<file path="config.mk">
export PLATFORM = sky130hd
export DESIGN_NAME = sump_cmd_decoder
export DESIGN_NICKNAME = d
export VERILOG_FILES = /design/src/rtl/sump_cmd_decoder.sv
export SDC_FILE = /design/constraint.sdc
export NUM_CORES = 1
export LEC_CHECK = 0
export CAP_MARGIN = 10
export CELL_PAD_IN_SITES_DETAIL_PLACEMENT = 1
export CELL_PAD_IN_SITES_GLOBAL_PLACEMENT = 1
export CORE_UTILIZATION = 34
export CTS_CLUSTER_DIAMETER = 200
export DETAILED_ROUTE_END_ITERATION = 8
export PLACE_DENSITY = 0.88
export SETUP_SLACK_MARGIN = 0.15
export SLEW_MARGIN = 20
export SYNTH_ARGS = -nofsm -noshare
export SYNTH_HDL_FRONTEND = slang
export SYNTH_SLANG_ARGS = --single-unit
</file>
<file path="constraint.sdc">
create_clock -name clock -period 1.7 [get_ports clock]
set_clock_uncertainty 0.2 [all_clocks]
set_input_delay 0.34 -clock clock [delete_from_list [all_inputs] [get_ports clock]]
set_output_delay 0.34 -clock clock [all_outputs]
set_load 0.02 [all_outputs]
</file>
<file path="src/rtl/sump_cmd_decoder.sv">
// SUMP command decoder: turns accepted 40-bit UART command words into capture
// configuration registers, control pulses and the armed/idle capture state.
module sump_cmd_decoder #(
    parameter int STAGES = 4
) (
    input  logic                  clock,
    input  logic                  reset,
    input  logic                  execute,
    input  logic [39:0]           cmd,
    input  logic                  capture_done,
    output logic                  soft_reset,
    output logic                  arm,
    output logic                  meta_req,
    output logic                  armed,
    output logic [23:0]           divider,
    output logic [15:0]           read_count,
    output logic [15:0]           delay_count,
    output logic [31:0]           flags,
    output logic [32*STAGES-1:0]  trig_mask,
    output logic [32*STAGES-1:0]  trig_value,
    output logic [32*STAGES-1:0]  trig_cfg,
    output logic                  cfg_locked,
    output logic                  unknown
);

    typedef enum logic {
        ST_IDLE  = 1'b0,
        ST_ARMED = 1'b1
    } state_t;

    state_t state_q, state_d;

    logic execute_q, execute_d;
    logic soft_reset_q, soft_reset_d;
    logic arm_q, arm_d;
    logic meta_req_q, meta_req_d;
    logic cfg_locked_q, cfg_locked_d;
    logic unknown_q, unknown_d;

    logic [23:0] divider_q, divider_d;
    logic [15:0] read_count_q, read_count_d;
    logic [15:0] delay_count_q, delay_count_d;
    logic [31:0] flags_q, flags_d;

    logic [32*STAGES-1:0] trig_mask_q, trig_mask_d;
    logic [32*STAGES-1:0] trig_value_q, trig_value_d;
    logic [32*STAGES-1:0] trig_cfg_q, trig_cfg_d;

    logic        accept;
    logic        is_armed;
    logic        stage_ok;
    logic [7:0]  opcode;
    logic [31:0] opdata;

    assign opcode   = cmd[7:0];
    assign opdata   = cmd[39:8];
    assign accept   = execute & ~execute_q;
    assign is_armed = (state_q == ST_ARMED);

    // Trigger opcodes encode the stage in bits [3:2]; only existing stages are writable.
    always_comb begin
        stage_ok = 1'b0;
        for (int n = 0; n < STAGES; n++) begin
            if (opcode[3:2] == 2'(n)) begin
                stage_ok = 1'b1;
            end
        end
    end

    always_comb begin
        state_d       = state_q;
        execute_d     = execute;
        soft_reset_d  = 1'b0;
        arm_d         = 1'b0;
        meta_req_d    = 1'b0;
        cfg_locked_d  = 1'b0;
        unknown_d     = 1'b0;
        divider_d     = divider_q;
        read_count_d  = read_count_q;
        delay_count_d = delay_count_q;
        flags_d       = flags_q;
        trig_mask_d   = trig_mask_q;
        trig_value_d  = trig_value_q;
        trig_cfg_d    = trig_cfg_q;

        if (is_armed && capture_done) begin
            state_d = ST_IDLE;
        end

        // The lock check uses the current armed state, so a write racing capture_done is rejected.
        if (accept) begin
            case (opcode)
                8'h00: begin
                    soft_reset_d = 1'b1;
                    state_d      = ST_IDLE;
                end
                8'h01: begin
                    if (!is_armed) begin
                        arm_d   = 1'b1;
                        state_d = ST_ARMED;
                    end
                end
                8'h02, 8'h11, 8'h13: begin
                end
                8'h04: begin
                    meta_req_d = 1'b1;
                end
                8'h80: begin
                    if (is_armed) cfg_locked_d = 1'b1;
                    else          divider_d    = opdata[23:0];
                end
                8'h81: begin
                    if (is_armed) begin
                        cfg_locked_d = 1'b1;
                    end else begin
                        read_count_d  = opdata[15:0];
                        delay_count_d = opdata[31:16];
                    end
                end
                8'h82: begin
                    if (is_armed) cfg_locked_d = 1'b1;
                    else          flags_d      = opdata;
                end
                default: begin
                    if (opcode[7:4] != 4'hC) begin
                        unknown_d = 1'b1;
                    end else if (opcode[1:0] == 2'b11) begin
                        unknown_d = 1'b0;
                    end else if (!stage_ok) begin
                        unknown_d = 1'b1;
                    end else if (is_armed) begin
                        cfg_locked_d = 1'b1;
                    end else begin
                        for (int n = 0; n < STAGES; n++) begin
                            if (opcode[3:2] == 2'(n)) begin
                                case (opcode[1:0])
                                    2'b00:   trig_mask_d[32*n +: 32]  = opdata;
                                    2'b01:   trig_value_d[32*n +: 32] = opdata;
                                    default: trig_cfg_d[32*n +: 32]   = opdata;
                                endcase
                            end
                        end
                    end
                end
            endcase
        end
    end

    // execute_q resets high so an execute held across reset release is not seen as an edge.
    always_ff @(posedge clock) begin
        if (reset) begin
            state_q       <= ST_IDLE;
            execute_q     <= 1'b1;
            soft_reset_q  <= 1'b0;
            arm_q         <= 1'b0;
            meta_req_q    <= 1'b0;
            cfg_locked_q  <= 1'b0;
            unknown_q     <= 1'b0;
            divider_q     <= '0;
            read_count_q  <= '0;
            delay_count_q <= '0;
            flags_q       <= '0;
            trig_mask_q   <= '0;
            trig_value_q  <= '0;
            trig_cfg_q    <= '0;
        end else begin
            state_q       <= state_d;
            execute_q     <= execute_d;
            soft_reset_q  <= soft_reset_d;
            arm_q         <= arm_d;
            meta_req_q    <= meta_req_d;
            cfg_locked_q  <= cfg_locked_d;
            unknown_q     <= unknown_d;
            divider_q     <= divider_d;
            read_count_q  <= read_count_d;
            delay_count_q <= delay_count_d;
            flags_q       <= flags_d;
            trig_mask_q   <= trig_mask_d;
            trig_value_q  <= trig_value_d;
            trig_cfg_q    <= trig_cfg_d;
        end
    end

    assign soft_reset  = soft_reset_q;
    assign arm         = arm_q;
    assign meta_req    = meta_req_q;
    assign armed       = is_armed;
    assign cfg_locked  = cfg_locked_q;
    assign unknown     = unknown_q;
    assign divider     = divider_q;
    assign read_count  = read_count_q;
    assign delay_count = delay_count_q;
    assign flags       = flags_q;
    assign trig_mask   = trig_mask_q;
    assign trig_value  = trig_value_q;
    assign trig_cfg    = trig_cfg_q;

endmodule

</file>
==> Word-level counts from Yosys, hierarchy flattened <==
Index checks and enable logic that the tools add are counted.
{ "op_classes": {"n_eq_ne": 14, "muxes": 19, "bitwise_logic": 9, "n_reduce_logical": 26} }
{ "ops": {"columns": ["cell", "count"], "rows": [
  ["AND reduction 8 bit", 12],
  ["== test 8 bit (second input constant)", 3],
  ["2-to-1 mux 1 bit", 17],
  ["== test 8 x 5 -> 1 bit (second input constant)", 2],
  ["OR reduction 11 bit", 1],
  ["AND reduction 3 bit", 3],
  ["OR reduction 9 bit", 1],
  ["== test 8 x 1 -> 1 bit (second input constant)", 1],
  ["== test 8 x 2 -> 1 bit (second input constant)", 1],
  ["== test 8 x 3 -> 1 bit (second input constant)", 1],
  ["zero test 8 bit", 1],
  ["inverter 1 bit", 8],
  ["== test 2 bit (second input constant)", 3],
  ["OR reduction 3 bit", 2],
  ["OR reduction 6 bit", 1],
  ["== test 2 x 1 -> 1 bit (second input constant)", 2],
  ["zero test 2 bit", 2],
  ["!= test 4 bit (second input constant)", 1],
  ["case mux 1 bit (2 select lines)", 2],
  ["OR reduction 2 bit", 2],
  ["AND 1 bit", 1],
  ["logical AND 1 bit", 1]
]} }
{ "word_totals": {"regBits": 479, "input_bits": 44, "output_inout_bits": 478} }

==> Logic depth before layout (Yosys ltp) <==
Gate-level depths: netlist of the first run.
{ "logic_depth": {"depth_word": 9, "ltp_mapped": 6, "ltp_nobuf": 3} }

==> Least setup slack after synthesis of the first run <==
OpenSTA, ideal clock, no wires.
{ "synth_path": {"path_kind": "reg2reg", "from": "reg state_q (netlist: armed)", "to": "reg divider_q[0] (netlist: divider[0])", "setup_ps": 132, "t_arrival_ps": 1571, "required_time_ps": 1368, "slack_ps": -203, "stages_incl_launch_ff": 6, "path_buffers": 2, "period_less_slack_ps": 1903, "cell_sequence": "dfxtp_1 buf_2 nor3_4 nand4_4 buf_2 mux2i_1"} }
{ "synth_between": {"elab_chain_len": 2} }
{ "synth_rtl": {"columns": ["item", "line", "source"], "rows": [
  ["start: declaration", "31", "state_t state_q, state_d;"],
  ["start signal: assignment", "167", "state_q <= state_d;"],
  ["inverter 1 bit (no source line)", null, null],
  ["AND reduction 3 bit (no source line)", null, null],
  ["end signal: assignment", "174", "divider_q <= divider_d;"],
  ["end: declaration", "40", "logic [23:0] divider_q, divider_d;"]
]} }
Every way passes these cells.
A chain may end at the register's enable or synchronous reset.

==> Worst setup path in the final report of the first run <==
{ "layout_path": {"from": "reg state_q (netlist: armed)", "to": "reg trig_cfg_q[116] (netlist: trig_cfg[116])"} }
{ "layout_between": {"elab_chain_len": 2} }
{ "layout_rtl": {"columns": ["item", "line", "source"], "rows": [
  ["inverter 1 bit (no source line)", null, null],
  ["AND reduction 8 bit (no source line)", null, null],
  ["end signal: assignment", "180", "trig_cfg_q <= trig_cfg_d;"],
  ["end: declaration", "47", "logic [32*STAGES-1:0] trig_cfg_q, trig_cfg_d;"]
]} }
Every way passes these cells.

==> results.ini, run 1 <==
[timing]
slew_violations=0
final_min_period_over_clock_period_pct=105.6
setup_ws_ps=-95.01
setup_violations=93
max_slew_margin_pct=59.75
worstMarginPinSlew_ps=603.7
hold_violations=0
fin_crit_ps=1795
timing.fmax_ghz=0.5571
grt_setup_unrepaired=true
holdWs_ps=183.1

[die]
pin_count=522
start_util_pct=34.68
die_w_um=237.2
rows=85
dieArea_sq_um=56260
core-area_sq_um=54240
die_y_um=237.2

[synth]
synth-seq-cells=479
synth_compound_area_share_pct=0.2528
ys_types=30
async_reset_ff_share_pct=0
synth_edf_count=0
ys_seq_area_share_pct=50.98
synth-adder-area-share_pct=0
synth_mux_area_share_pct=25.17
synth_common_cells=505 x nand2b_1, 479 x dfxtp_1, 473 x mux2i_1, 88 x clkbuf_1, 37 x buf_4
synth_area_sq_um=18810
synthDominantCellAreaShare_pct=50.98
synthXorXnorAreaFrac_pct=0
ys.flop_type=dfxtp_1
yosys_warnings=0
yosys.area_share.simple_pct=19.62
syn-num-nets=1690
postSynthAreaPerCell_sq_um=11.43
yosysMostFrequentCell=nand2b_1
synth_top_family_by_area=multiplexers
syn_inst=1646
synthTopCellsByArea=dfxtp_1 51%, mux2i_1 25%, nand2b_1 17%
yosys.area.top_type=dfxtp_1

[drt]
ant_nets=0
num_vias=15247
drc_errors=0
vias_per_cell=4.944
wl_um=78480
first_iter_violations=497
drtPass1Iterations=4
post_drt_wl_per_cell_um=25.45

[clocking]
cts_buffers=54
cts_sinks=479
tritoncts=done
cts_max_level=2
cts_root_buf=clkbuf_16
insertion_delay_ps=600
clk_pin_slew_ps=60
cts_buffer_depth=3

[global_routing]
grt_max_degree=98
grt_antenna_before_repair=5
grt_pass1_vias=16481
overflow=0
grt.total_usage_pct=25.39
grt_pass1_wl_um=107100

[run_status]
violations=negative setup slack
status=finished, violations left

[critical_path]
cpPeakStageDelay_ps=390
rrSetupSlack_ps=-100
critical_path_class=reg2reg
cp_num_buf_inv=2
critPathMaxFanout=31
cp_slowest_cell=dfxtp_4
crit_required_ps=2000
cp.arrival_ps=2100
critPathLaunchType=flip-flop
crit_family=simple AND/OR/NAND/NOR gates
worstSetupEndpointType=flip-flop
worstPathCellList=nor3b_4 -> buf_4 -> nand4_4 -> buf_12 -> mux2i_1

[place]
pre_cts_slack_ps=-640.9
dp_hpwl_um=49000
finalWeightedCongestion=0.7781
io_buffers=521

[power_and_ir_drop]
pwr_density_cell_nw_per_um2=876.0
sw_frac_of_total_pct=22.69
internal_power_uw=19570
comb_power_share_pct=5.1
seq_power_share_pct=44.3
vdd_ir_drop_max_v=0.0007178
power_leakage_uw=0.01527
pwr-share-clk_pct=50.6
p_sw_uw=5743

[finish]
drive_gt1_share_pct=48.78
area_growth_pct=53.63
final_nets=2388

[job]
max_cap_violations=0

[hold_path]
hp-class=in2reg

## worst reg2reg max path, stage by stage, from the launching register on
cell and delay [ps]:
dfxtp_4 390, nor3b_4 250, buf_4 190, nand4_4 160, buf_12 220, mux2i_1 290
## per-layer routing
layer / up-vias / part of all wire [%] / GRT usage, % / wire (um)
li1: 6832 / - / - / -
met1: 7663 / 37 / 27.47 / 29280
met2: 523 / 51 / 45.49 / 40270
met3: 223 / 5.9 / 5.992 / 4609
met4: 6 / 5.5 / 14.13 / 4281
met5: - / 0.047 / 0 / 37
## power by group through the flow
stage / Combinational (uW) / Clock (uW) / Sequential [uW]
after detailed placement: 1240 / 0 / 11500
after floorplan: 534 / 0 / 11500
after global placement: 1220 / 0 / 11500
after CTS: 1250 / 12900 / 11200
final: 1280 / 12800 / 11200
after global routing: 1310 / 13500 / 11200
## state kept, by name (all words and copies together), names as in the netlist, 16 cells and up
register / flops
trig_cfg: 128
trig_mask: 128
trig_value: 128
flags: 32
divider: 24
delay_count: 16
read_count: 16
## cells by family after synthesis
family | Yosys count
simple gates | 548
mux | 473
flops | 479
compound gates | 6
buf+inv | 140
## cell type report
cell class	instances	area, sq um
fillers	5599	25350
flip-flops and latches	479	9967
multi-input cells	1027	8544
repair buffers	782	7572
clock buffers	72	1583
well taps	696	870.8
clock inverters	26	351.6
diodes	2	5.005
## placed cells by master, fill, tap and decap left out, drive strengths merged, types with 2 or more instances in the layout
cell           netlist  routed
a21oi                2       2
buf                 52     738
bufinv               0       8
clkbuf              88      74
clkdlybuf4s50        0      39
clkinv               0      11
clkinvlp             0       4
dfxtp              479     479
diode                0       2
dlygate4sd2          0       3
inv                  0       3
mux2i              473     473
nand2                4       4
nand2b             505     505
nand3                2       2
nand4               15      15
nor2                 3       3
nor2b                3       3
nor3                 3       3
nor3b                6       6
nor4                 2       2
## timing repair
| item | in CTS | in global routing |
|---|---|---|
| pin swaps | 2 | 1 |
| setup endpoints to repair | 950 | 950 |
| buffers inserted | 54 | 81 |
| resized for setup | 2494 | 434 |
| hold buffers | 0 | 0 |
| gates cloned | 0 | 3 |
## final timing paths
check        depth (start not counted)              to           start
min                                  3        flags[3]           reset
min reg2reg                          2  trig_value[59]  trig_value[59]
max reg2reg                          5   trig_cfg[116]           armed
max                                  5   trig_cfg[116]           armed
## stage by stage
stage	std cells	instance area [sq um]	power (uW)	util (%)	setup TNS, ps
global placement	2846	25930	12700	47.81	-228820
CTS	2998	27170	25350	50.09	-1184
detailed placement	2846	25930	12730	47.81	-262290
floorplan	1646	19000	12020	-	-32440
global route	3084	28890	25990	53.27	-4756
finish	3084	28890	25310	53.27	-2595
(Power assumes the default switching activity.)
==> inputs of run 2 (changes only) <==
- CAP_MARGIN: 10 -> 5
- SLEW_MARGIN: 20 -> unset
==> results of run 2 <==
The final DEF is identical to that of run 1; final timing and power are the same.
